`src/rtl/ul_cpu_if.sv`:
```
// CPU register-access port: shared rd/wr address, 1-cycle strobes, registered read data with valid.
interface ul_cpu_if #(
    parameter int unsigned ADDR_W = 12,
    parameter int unsigned DATA_W = 32
);
    logic              cpu_wr;
    logic [ADDR_W-1:0] cpu_wr_addr;
    logic [DATA_W-1:0] cpu_data_in;
    logic              cpu_rd;
    logic [DATA_W-1:0] cpu_data_out;
    logic              cpu_rd_vld;

    modport master (
        output cpu_wr, cpu_wr_addr, cpu_data_in, cpu_rd,
        input  cpu_data_out, cpu_rd_vld
    );

    modport slave (
        input  cpu_wr, cpu_wr_addr, cpu_data_in, cpu_rd,
        output cpu_data_out, cpu_rd_vld
    );
endinterface

```
`src/rtl/ul_reg_bank_mc.sv`:
```
// Multi-channel user-logic register bank: version/capability, LED/timeout config,
// W1C error status with mask/irq, per-channel pipelined adders and a read-access counter.
module ul_reg_bank_mc #(
    parameter int unsigned CPU_ADDR_WIDTH = 12,
    parameter int unsigned CPU_DATA_WIDTH = 32,
    parameter int unsigned NUM_CH         = 4,
    parameter int unsigned ERR_WIDTH      = 2,
    parameter logic [31:0] VER_TIME       = 32'h2018_0315,
    parameter logic [31:0] VER_TYPE       = 32'h00D2_0007,
    parameter logic [15:0] TMOUT_INIT     = 16'hFFFF
) (
    input  logic                        clks,
    input  logic                        reset,
    ul_cpu_if.slave                     cpu,
    output logic [15:0]                 ul2sh_vled,
    output logic [15:0]                 reg_tmout_us_cfg,
    input  logic [NUM_CH*ERR_WIDTH-1:0] err_in,
    output logic                        irq
);

    localparam int unsigned DW = CPU_DATA_WIDTH;
    localparam int unsigned EW = NUM_CH * ERR_WIDTH;

    localparam logic [11:0] A_VER_TIME = 12'h000;
    localparam logic [11:0] A_VER_TYPE = 12'h001;
    localparam logic [11:0] A_CAP      = 12'h002;
    localparam logic [11:0] A_TEST     = 12'h003;
    localparam logic [11:0] A_VLED     = 12'h004;
    localparam logic [11:0] A_TMOUT    = 12'h005;
    localparam logic [11:0] A_ERR_STS  = 12'h006;
    localparam logic [11:0] A_ERR_MASK = 12'h007;
    localparam logic [11:0] A_RD_CNT   = 12'h008;
    localparam logic [11:0] A_CH_BASE  = 12'h010;
    localparam logic [11:0] A_CH_END   = 12'(16 + 4 * NUM_CH);

    // Address decode: only addr[11:0] is significant, any upper bit set means unmapped
    logic [11:0] addr;
    logic        addr_ok;

    assign addr = 12'(cpu.cpu_wr_addr);

    generate
        if (CPU_ADDR_WIDTH > 12) begin : g_addr_hi
            assign addr_ok = ~|cpu.cpu_wr_addr[CPU_ADDR_WIDTH-1:12];
        end else begin : g_addr_lo
            assign addr_ok = 1'b1;
        end
    endgenerate

    logic        wr_en;
    logic        in_ch;
    logic [11:0] ch_off;
    logic [7:0]  ch_idx;
    logic [1:0]  ch_reg;

    assign wr_en  = cpu.cpu_wr & addr_ok;
    assign in_ch  = addr_ok && (addr >= A_CH_BASE) && (addr < A_CH_END);
    assign ch_off = addr - A_CH_BASE;
    assign ch_idx = 8'(ch_off >> 2);
    assign ch_reg = 2'(ch_off);

    // Register state
    logic [DW-1:0] test_q;
    logic [15:0]   vled_q;
    logic [15:0]   tmout_q;
    logic [EW-1:0] err_sts_q;
    logic [EW-1:0] err_mask_q;
    logic [DW-1:0] rd_cnt_q;
    logic          irq_q;
    logic [DW-1:0] data_out_q;
    logic          rd_vld_q;

    logic [DW-1:0]     opa_q [NUM_CH];
    logic [DW-1:0]     opb_q [NUM_CH];
    logic [DW:0]       s1_q  [NUM_CH];
    logic [DW-1:0]     sum_q [NUM_CH];
    logic [NUM_CH-1:0] upd_q;
    logic [NUM_CH-1:0] s1_vld_q;
    logic [NUM_CH-1:0] carry_q;

    // Per-channel write strobes
    logic [NUM_CH-1:0] wr_opa_c;
    logic [NUM_CH-1:0] wr_opb_c;
    logic [NUM_CH-1:0] clr_carry_c;

    always_comb begin
        wr_opa_c    = '0;
        wr_opb_c    = '0;
        clr_carry_c = '0;
        for (int c = 0; c < NUM_CH; c++) begin
            if (wr_en && in_ch && (ch_idx == 8'(c))) begin
                case (ch_reg)
                    2'd0:    wr_opa_c[c]    = 1'b1;
                    2'd1:    wr_opb_c[c]    = 1'b1;
                    2'd3:    clr_carry_c[c] = cpu.cpu_data_in[0];
                    default: ;
                endcase
            end
        end
    end

    logic [EW-1:0] err_w1c_c;
    assign err_w1c_c = (wr_en && (addr == A_ERR_STS)) ? cpu.cpu_data_in[EW-1:0] : '0;

    // Read mux sees pre-write register values, so a same-cycle rd/wr returns the old value
    logic [DW-1:0] rd_data_c;

    always_comb begin
        rd_data_c = '0;
        if (addr_ok) begin
            if (in_ch) begin
                for (int c = 0; c < NUM_CH; c++) begin
                    if (ch_idx == 8'(c)) begin
                        case (ch_reg)
                            2'd0:    rd_data_c = opa_q[c];
                            2'd1:    rd_data_c = opb_q[c];
                            2'd2:    rd_data_c = sum_q[c];
                            default: rd_data_c = DW'(carry_q[c]);
                        endcase
                    end
                end
            end else begin
                case (addr)
                    A_VER_TIME: rd_data_c = DW'(VER_TIME);
                    A_VER_TYPE: rd_data_c = DW'(VER_TYPE);
                    A_CAP:      rd_data_c = DW'({8'(ERR_WIDTH), 8'(NUM_CH)});
                    A_TEST:     rd_data_c = ~test_q;
                    A_VLED:     rd_data_c = DW'(vled_q);
                    A_TMOUT:    rd_data_c = DW'(tmout_q);
                    A_ERR_STS:  rd_data_c = DW'(err_sts_q);
                    A_ERR_MASK: rd_data_c = DW'(err_mask_q);
                    A_RD_CNT:   rd_data_c = rd_cnt_q;
                    default:    rd_data_c = '0;
                endcase
            end
        end
    end

    // Config, status, read port and access counter
    always_ff @(posedge clks or posedge reset) begin
        if (reset) begin
            test_q     <= '0;
            vled_q     <= '0;
            tmout_q    <= TMOUT_INIT;
            err_sts_q  <= '0;
            err_mask_q <= '1;
            rd_cnt_q   <= '0;
            irq_q      <= 1'b0;
            data_out_q <= '0;
            rd_vld_q   <= 1'b0;
        end else begin
            if (wr_en) begin
                case (addr)
                    A_TEST:     test_q     <= cpu.cpu_data_in;
                    A_VLED:     vled_q     <= cpu.cpu_data_in[15:0];
                    A_TMOUT:    tmout_q    <= cpu.cpu_data_in[15:0];
                    A_ERR_MASK: err_mask_q <= cpu.cpu_data_in[EW-1:0];
                    default:    ;
                endcase
            end
            err_sts_q <= (err_sts_q & ~err_w1c_c) | err_in;
            irq_q     <= |(err_sts_q & ~err_mask_q);
            rd_vld_q  <= cpu.cpu_rd;
            if (cpu.cpu_rd) begin
                data_out_q <= rd_data_c;
                if (addr_ok && (addr == A_RD_CNT)) begin
                    rd_cnt_q <= rd_cnt_q + DW'(1);
                end
            end
        end
    end

    // Adder channels: operands -> s1 (W+1 bits) -> SUM; carry only latches on a fresh result
    always_ff @(posedge clks or posedge reset) begin
        if (reset) begin
            for (int c = 0; c < NUM_CH; c++) begin
                opa_q[c] <= '0;
                opb_q[c] <= '0;
                s1_q[c]  <= '0;
                sum_q[c] <= '0;
            end
            upd_q    <= '0;
            s1_vld_q <= '0;
            carry_q  <= '0;
        end else begin
            for (int c = 0; c < NUM_CH; c++) begin
                if (wr_opa_c[c]) opa_q[c] <= cpu.cpu_data_in;
                if (wr_opb_c[c]) opb_q[c] <= cpu.cpu_data_in;
                s1_q[c]  <= {1'b0, opa_q[c]} + {1'b0, opb_q[c]};
                sum_q[c] <= s1_q[c][DW-1:0];
                carry_q[c] <= (carry_q[c] & ~clr_carry_c[c]) | (s1_vld_q[c] & s1_q[c][DW]);
            end
            upd_q    <= wr_opa_c | wr_opb_c;
            s1_vld_q <= upd_q;
        end
    end

    assign cpu.cpu_data_out = data_out_q;
    assign cpu.cpu_rd_vld   = rd_vld_q;
    assign ul2sh_vled       = vled_q;
    assign reg_tmout_us_cfg = tmout_q;
    assign irq              = irq_q;

endmodule

```
`src/flat_wrapper.sv`:
```
// flat-port wrapper written by rule: the top's interface ports become plain ports
module ul_reg_bank_mc_flat 
#(
    parameter int unsigned CPU_ADDR_WIDTH = 12,
    parameter int unsigned CPU_DATA_WIDTH = 32,
    parameter int unsigned NUM_CH         = 4,
    parameter int unsigned ERR_WIDTH      = 2,
    parameter logic [31:0] VER_TIME       = 32'h2018_0315,
    parameter logic [31:0] VER_TYPE       = 32'h00D2_0007,
    parameter logic [15:0] TMOUT_INIT     = 16'hFFFF
)
  (clks, reset, ul2sh_vled, reg_tmout_us_cfg, err_in, irq, cpu_cpu_wr, cpu_cpu_wr_addr, cpu_cpu_data_in, cpu_cpu_rd, cpu_cpu_data_out, cpu_cpu_rd_vld);
  ul_cpu_if #(.ADDR_W(12), .DATA_W(32)) cpu_i ();
  input  logic clks;
  input  logic reset;
  output logic [15:0] ul2sh_vled;
  output logic [15:0] reg_tmout_us_cfg;
  input  logic [NUM_CH*ERR_WIDTH-1:0] err_in;
  output logic irq;
  input wire logic [$bits(cpu_i.cpu_wr)-1:0] cpu_cpu_wr;
  input wire logic [$bits(cpu_i.cpu_wr_addr)-1:0] cpu_cpu_wr_addr;
  input wire logic [$bits(cpu_i.cpu_data_in)-1:0] cpu_cpu_data_in;
  input wire logic [$bits(cpu_i.cpu_rd)-1:0] cpu_cpu_rd;
  output wire logic [$bits(cpu_i.cpu_data_out)-1:0] cpu_cpu_data_out;
  output wire logic [$bits(cpu_i.cpu_rd_vld)-1:0] cpu_cpu_rd_vld;
  assign cpu_i.cpu_wr = cpu_cpu_wr;
  assign cpu_i.cpu_wr_addr = cpu_cpu_wr_addr;
  assign cpu_i.cpu_data_in = cpu_cpu_data_in;
  assign cpu_i.cpu_rd = cpu_cpu_rd;
  assign cpu_cpu_data_out = cpu_i.cpu_data_out;
  assign cpu_cpu_rd_vld = cpu_i.cpu_rd_vld;
  ul_reg_bank_mc #(.CPU_ADDR_WIDTH(CPU_ADDR_WIDTH), .CPU_DATA_WIDTH(CPU_DATA_WIDTH), .NUM_CH(NUM_CH), .ERR_WIDTH(ERR_WIDTH), .VER_TIME(VER_TIME), .VER_TYPE(VER_TYPE), .TMOUT_INIT(TMOUT_INIT)) u_core (.clks(clks), .reset(reset), .cpu(cpu_i), .ul2sh_vled(ul2sh_vled), .reg_tmout_us_cfg(reg_tmout_us_cfg), .err_in(err_in), .irq(irq));
endmodule
```
`config.mk`:
```
export PLATFORM = sky130hd
export DESIGN_NAME = ul_reg_bank_mc_flat
export DESIGN_NICKNAME = d
export VERILOG_FILES = /design/src/rtl/ul_cpu_if.sv /design/src/rtl/ul_reg_bank_mc.sv /design/src/flat_wrapper.sv
export SDC_FILE = /design/constraint.sdc
export NUM_CORES = 2
export LEC_CHECK = 0
export ABC_AREA = 1
export CAP_MARGIN = 40
export CORE_UTILIZATION = 40
export CTS_CLUSTER_DIAMETER = 100
export CTS_CLUSTER_SIZE = 40
export DETAILED_ROUTE_END_ITERATION = 8
export GPL_ROUTABILITY_DRIVEN = 0
export PLACE_DENSITY = 0.52
export SETUP_SLACK_MARGIN = 0.4
export SKIP_CTS_REPAIR_TIMING = 1
export SLEW_MARGIN = 20
export SYNTH_ARGS = -nofsm -noshare
export SYNTH_HDL_FRONTEND = slang
export SYNTH_SLANG_ARGS = --single-unit
```
`constraint.sdc`:
```
create_clock -name clks -period 25 [get_ports clks]
set_input_delay 3.75 -clock clks [delete_from_list [all_inputs] [get_ports clks]]
set_output_delay 3.75 -clock clks [all_outputs]
set_load 0.1 [all_outputs]
```
Word level (Yosys, flattened, before mapping)
Index checks and enable logic that the tools add are counted.
{ "classes": {"magnitude_cmp": 2, "muxes": 26, "n_addsub": 6, "n_bitwise": 23, "n_eq_ne": 14, "n_reduce_logical": 16} }
{ "ops": {"columns": ["cell", "count"], "rows": [
  ["case mux 32 bit (3 select lines)", 4],
  ["case mux 32 bit (9 select lines)", 1],
  ["2-to-1 mux 32 bit", 5],
  ["adder 32 x 32 -> 33 bit", 4],
  ["equality test 12 x 3 -> 1 bit, second input constant", 4],
  ["adder 32 x 1 -> 32 bit, second input constant", 1],
  ["inverter 32 bit", 1],
  ["equality test 12 x 2 -> 1 bit, second input constant", 2],
  ["AND 8 bit", 2],
  ["equality test 8 x 2 -> 1 bit, second input constant", 2],
  ["inverter 8 bit", 2],
  ["2-to-1 mux 1 bit", 15],
  ["equality test 12 x 1 -> 1 bit, second input constant", 1],
  ["equality test 12 x 4 -> 1 bit, second input constant", 1],
  ["greater-or-equal comparator 12 x 5 -> 1 bit, second input constant", 1],
  ["zero test 12 bit", 1],
  ["< comparator 12 x 6 -> 1 bit, second input constant", 1],
  ["AND reduction 2 bit", 5],
  ["subtractor 10 x 5 -> 10 bit, second input constant", 1],
  ["AND 1 bit", 8],
  ["equality test 8 x 1 -> 1 bit, second input constant", 1],
  ["zero test 8 bit", 1],
  ["2-to-1 mux 8 bit", 1],
  ["OR 8 bit", 1],
  ["8 further kinds", 21]
]} }
{ "totals": {"inputBits": 56, "output_inout_bits": 66, "ff_bits": 674} }

Longest topological paths before layout
{ "depth": {"word_depth": 8, "depth_mapped": 15} }

Worst setup path after synthesis
Ideal clock, no wire load.
{ "synth_timing": {"path_type": "input to register", "from": "in cpu_cpu_wr_addr[1]", "to": "reg u_core.rd_cnt_q[25]", "n_path_buf": 1, "slack_ns": 19.891, "stages": 11, "arrival_ns": 4.988, "setup_ns": 0.120, "cell_sequence": "buf_4 inv_2 nand2_2 nor2_2 nand2_2 nor2_4 inv_2 nor3_4 nand2_1 o21ai_1 nand2_1"} }
{ "synth_via": {"elab_chain_cells": 2} }
{ "synth_lines": {"columns": ["element", "line_no", "source"], "rows": [
  ["start, declared", "flat_wrapper.sv:21", "input wire logic [$bits(cpu_i.cpu_wr_addr)-1:0] cpu_cpu_wr_addr;"],
  ["equality test 12 x 4 -> 1 bit", "ul_reg_bank_mc.sv:166", "if (addr_ok && (addr == A_RD_CNT)) begin"],
  ["AND reduction 2 bit (no line)", null, null],
  ["end signal, assigned", "ul_reg_bank_mc.sv:167", "rd_cnt_q <= rd_cnt_q + DW'(1);"],
  ["end, declared", "ul_reg_bank_mc.sv:68", "logic [DW-1:0] rd_cnt_q;"]
]} }
Every way passes these cells.
A chain may end at the register's enable or synchronous reset.

Worst setup path in the final report
{ "layout_timing": {"from": "in cpu_cpu_wr_addr[1]", "to": "reg u_core.data_out_q[21] (netlist: u_core.cpu.cpu_data_out[21])"} }
{ "layout_via": {"elab_chain_cells": 8, "elab_cells_between_ends": 30} }
{ "layout_lines": {"columns": ["element", "line_no", "source"], "rows": [
  ["subtractor 10 x 5 -> 10 bit", "ul_reg_bank_mc.sv:58", "assign ch_off = addr - A_CH_BASE;"],
  ["equality test 2 bit, or another cell as far along", "ul_reg_bank_mc.sv:114", "case (ch_reg)"],
  ["case mux 32 bit (3 select lines)", "ul_reg_bank_mc.sv:114", null],
  ["2-to-1 mux 32 bit (4 in series)", "ul_reg_bank_mc.sv:113", "if (ch_idx == 8'(c)) begin"],
  ["2-to-1 mux 32 bit *", "ul_reg_bank_mc.sv:111", "if (in_ch) begin"],
  ["end signal, assigned", "ul_reg_bank_mc.sv:165", "data_out_q <= rd_data_c;"],
  ["end, declared", "ul_reg_bank_mc.sv:70", "logic [DW-1:0] data_out_q;"]
]} }
Every way passes the cells marked *; elsewhere a longest branch is shown, timed or not.

==> impl_metrics.toml <==
[run_status]
outcome = "complete, no violations"

[floorplanning]
core_area_mm2 = 0.0853
die_area_mm2 = 0.0874
ios = 122
fp.dieW_um = 296
die_h_um = 296
num_rows = 107
start_util_pct = 40.4

[global_route]
grt_usage_pct = 30.3
first_global_vias = 28747
grt-ovfl-total = 0
grt_pass1_wl_um = 195000
grt_start_max_net_pins = 128
grt_antenna_before_repair = 6

[drt]
drc_errors = 0
drt-total-wl_um = 131000
viasPerCell = 5.45
first_pass_iters = 6
drtIter0Drc = 3214
wire_per_inst_um = 23.6
num_vias = 30321
antenna_left = 0

[setup_path]
crit_start = "cpu_cpu_wr_addr[1]"
cp.required_ps = 25550
critPathLaunchType = "primary input"
max_stage_delay_ps = 710
crit_type = "primary input to flip-flop"
crit_slowest_cell = "clkdlybuf4s50_1"
crit_top_cell = "nand2_1"
r2r-start = "u_core.opb_q[64]"
worstPathArrival_ps = 7020
crit_chain = "clkdlybuf4s50_1, nor2_4, buf_4, buf_4, nand2_1, nand3_1, nand2_1, nand3_1, nand2_1, nand3_1, nand2_1, nand2_1"
end_kind = "flip-flop"
rr_worst_depth = 12
cp_max_fo = 55

[pwr]
pwr-share-clk_pct = 37.5
p_leak_nw = 19.9
power.internal_w = 0.00142
power.switching_w = 0.000546
powerDensity_mw_per_mm2 = 49.4
combPwrFrac_pct = 6.8
seq_power_share_pct = 55.7
p_sw_share_pct = 27.8
ir_worst_vdd_mv = 0.0449

[logic_synthesis]
synthesis.area_mm2 = 0.0345
synth_cell_types = 47
yosys_warnings = 0
synth_seq_cells = 674
syn-num-nets = 4449
synthCells = 4260
ys_seq_area_share_pct = 49.0
syn_area_per_cell_um2 = 8.10

[sta]
fin_crit_ps = 6470
skew_ps = 41.9
fin_setup_tns_ps = 0
finalHoldViolations = 0
min_period_over_period_pct = 25.9
tightest_slew_ps = 932
max_clock_freq_ghz = 0.155
fin_ws_ps = 18530
finalSetupViolCount = 0
maxSlewViolCount = 0
slew_headroom_pct = 37.9
rsz0062_at_grt = "false"

[worst_hold_path]
hp-class = "flip-flop to flip-flop"
worstHoldStart = "u_core.s1_q[128]"
hold_depth = 0

[finish]
drive_gt1_share_pct = 6.18
design_area_mm2 = 0.0398
nets = 4580
instances_no_fill = 5561
regArea_mm2 = 0.0169
fillerInstances = 8441
multiInputGateArea_mm2 = 0.0156
area_delta_synth_final_pct = 15.3

[placement]
post-dp-hpwl_um = 99800
port_buffers = 121
dp.cells = 5495
dpl_cell_area_mm2 = 0.0384
dp_slack_ps = 17970

[clock_network]
clock_latency_ps = 630
cts_root_buf = "clkbuf_16"
cts_max_level = 2
cts_tree = "yes"
cts_sinks = 674
clkTransAtPathRegs_ps = 130
clk_path_buf_depth = 3
cts_made_buffers = 34

[job]
timing.max_cap.violations = 0
-- state kept, by name, indices dropped and copies added, names as in the netlist, 32 cells and up --
register                 cells
u_core.cpu.cpu_data_out     32
u_core.rd_cnt_q             32
u_core.test_q               32
u_core.opa_q               128
u_core.s1_q                132
u_core.opb_q               128
u_core.sum_q               128
-- path summary, 6_finish.rpt --
| path | to | slack (ps) |
|---|---|---|
| min in group asynchronous | u_core.opa_q[100] | 3650 |
| worst min-delay path | u_core.sum_q[125] | 340 |
| worst min register to register | u_core.sum_q[125] | 340 |
| worst max register to register | u_core.s1_q[96] | 22120 |
| worst max-delay path | u_core.cpu.cpu_data_out[21] | 18530 |
| max in group asynchronous | u_core.sum_q[46] | 19430 |
-- cells by family (layout without fill, tap and decap cells) --
kind of cell	after synthesis	after routing	share of synthesized area, %
flip-flops	674	674	49.0
XOR/XNOR	114	114	2.89
AND/OR/NAND/NOR	2132	2132	26.1
AO/OA/AOI/OAI	717	717	11.2
adder cells (fa/ha/maj)	133	133	4.91
other	0	1	0
buffers and inverters	490	646	5.89
-- synthesized netlist by cell type, drive strengths merged --
cell type | count | area share, %
inv | 331 | 3.6
a21boi | 12 | 0.26
ha | 129 | 4.7
nand3b | 15 | 0.33
a22o | 1 | 0.025
and3 | 6 | 0.11
a31oi | 29 | 0.53
clkinv | 1 | 0.011
a211oi | 1 | 0.022
o21ai | 436 | 6.3
a221oi | 1 | 0.025
nor2 | 277 | 3.3
o211ai | 8 | 0.17
dfrtp | 650 | 47
nand4 | 105 | 1.9
o21bai | 41 | 0.89
xnor2 | 15 | 0.38
o221ai | 1 | 0.025
nand3 | 294 | 4.4
a21o | 24 | 0.52
o22ai | 11 | 0.20
xor2 | 99 | 2.5
a21oi | 147 | 2.1
or2 | 1 | 0.018
dfstp | 24 | 1.8
fa | 4 | 0.23
o21a | 5 | 0.11
buf | 96 | 1.6
nor4 | 12 | 0.22
nor3 | 27 | 0.50
clkbuf | 62 | 0.67
nand2 | 1395 | 15
-- power groups by stage --
stage | Combinational [W] | Sequential [W] | Clock (W)
2_1_floorplan | 0.0000448 | 0.00113 | 0
3_3_place_gp | 0.000114 | 0.00112 | 0
3_5_place_dp | 0.000133 | 0.00112 | 0
4_1_cts | 0.000133 | 0.00110 | 0.000750
5_1_grt | 0.000140 | 0.00110 | 0.000787
6_report | 0.000134 | 0.00110 | 0.000736
-- worst max-delay path: cells and delay by family --
kind / cells / cell delay (ps)
buffers and inverters: 3 / 1810
and+or+nand+nor: 9 / 1430
-- layout make-up --
type | count | share of cell area (%)
flip-flops and latches | 674 | 42.5
multi-input cells | 3096 | 39.2
repair buffers | 253 | 8.38
well taps | 1144 | 3.60
inverters | 332 | 3.16
clock buffers | 36 | 2.21
clock inverters | 25 | 1.01
diodes | 1 | 0.00629
-- routing by layer --
metal  part of all wire [%]  global-route usage (%)
met5                  0.030                       0
met1                     45                    43.9
met4                    4.2                    11.3
met2                     44                    46.4
met3                    6.6                    3.63
-- cells in the final DEF (no fill, tap or decap), drive strengths merged, types with 15 or more instances in the layout --
cell           count
a21o              24
a21oi            147
a31oi             29
buf              133
clkbuf            36
clkdlybuf4s50    120
dfrtp            650
dfstp             24
ha               129
inv              347
nand2           1395
nand3            294
nand3b            15
nand4            105
nor2             277
nor3              27
o21ai            436
o21bai            41
xnor2             15
xor2              99
-- per-stage QoR --
step | hold WS, ps | total power, W | utilization, %
finish | 337 | 0.00197 | 46.6
global route | 343 | 0.00202 | 46.6
CTS | 333 | 0.00198 | 46.6
detailed placement | 335 | 0.00125 | 45.1
global placement | 331 | 0.00123 | 42.9
floorplan | 331 | 0.00117 | -
No activity file was read; power rests on OpenSTA's default activity.
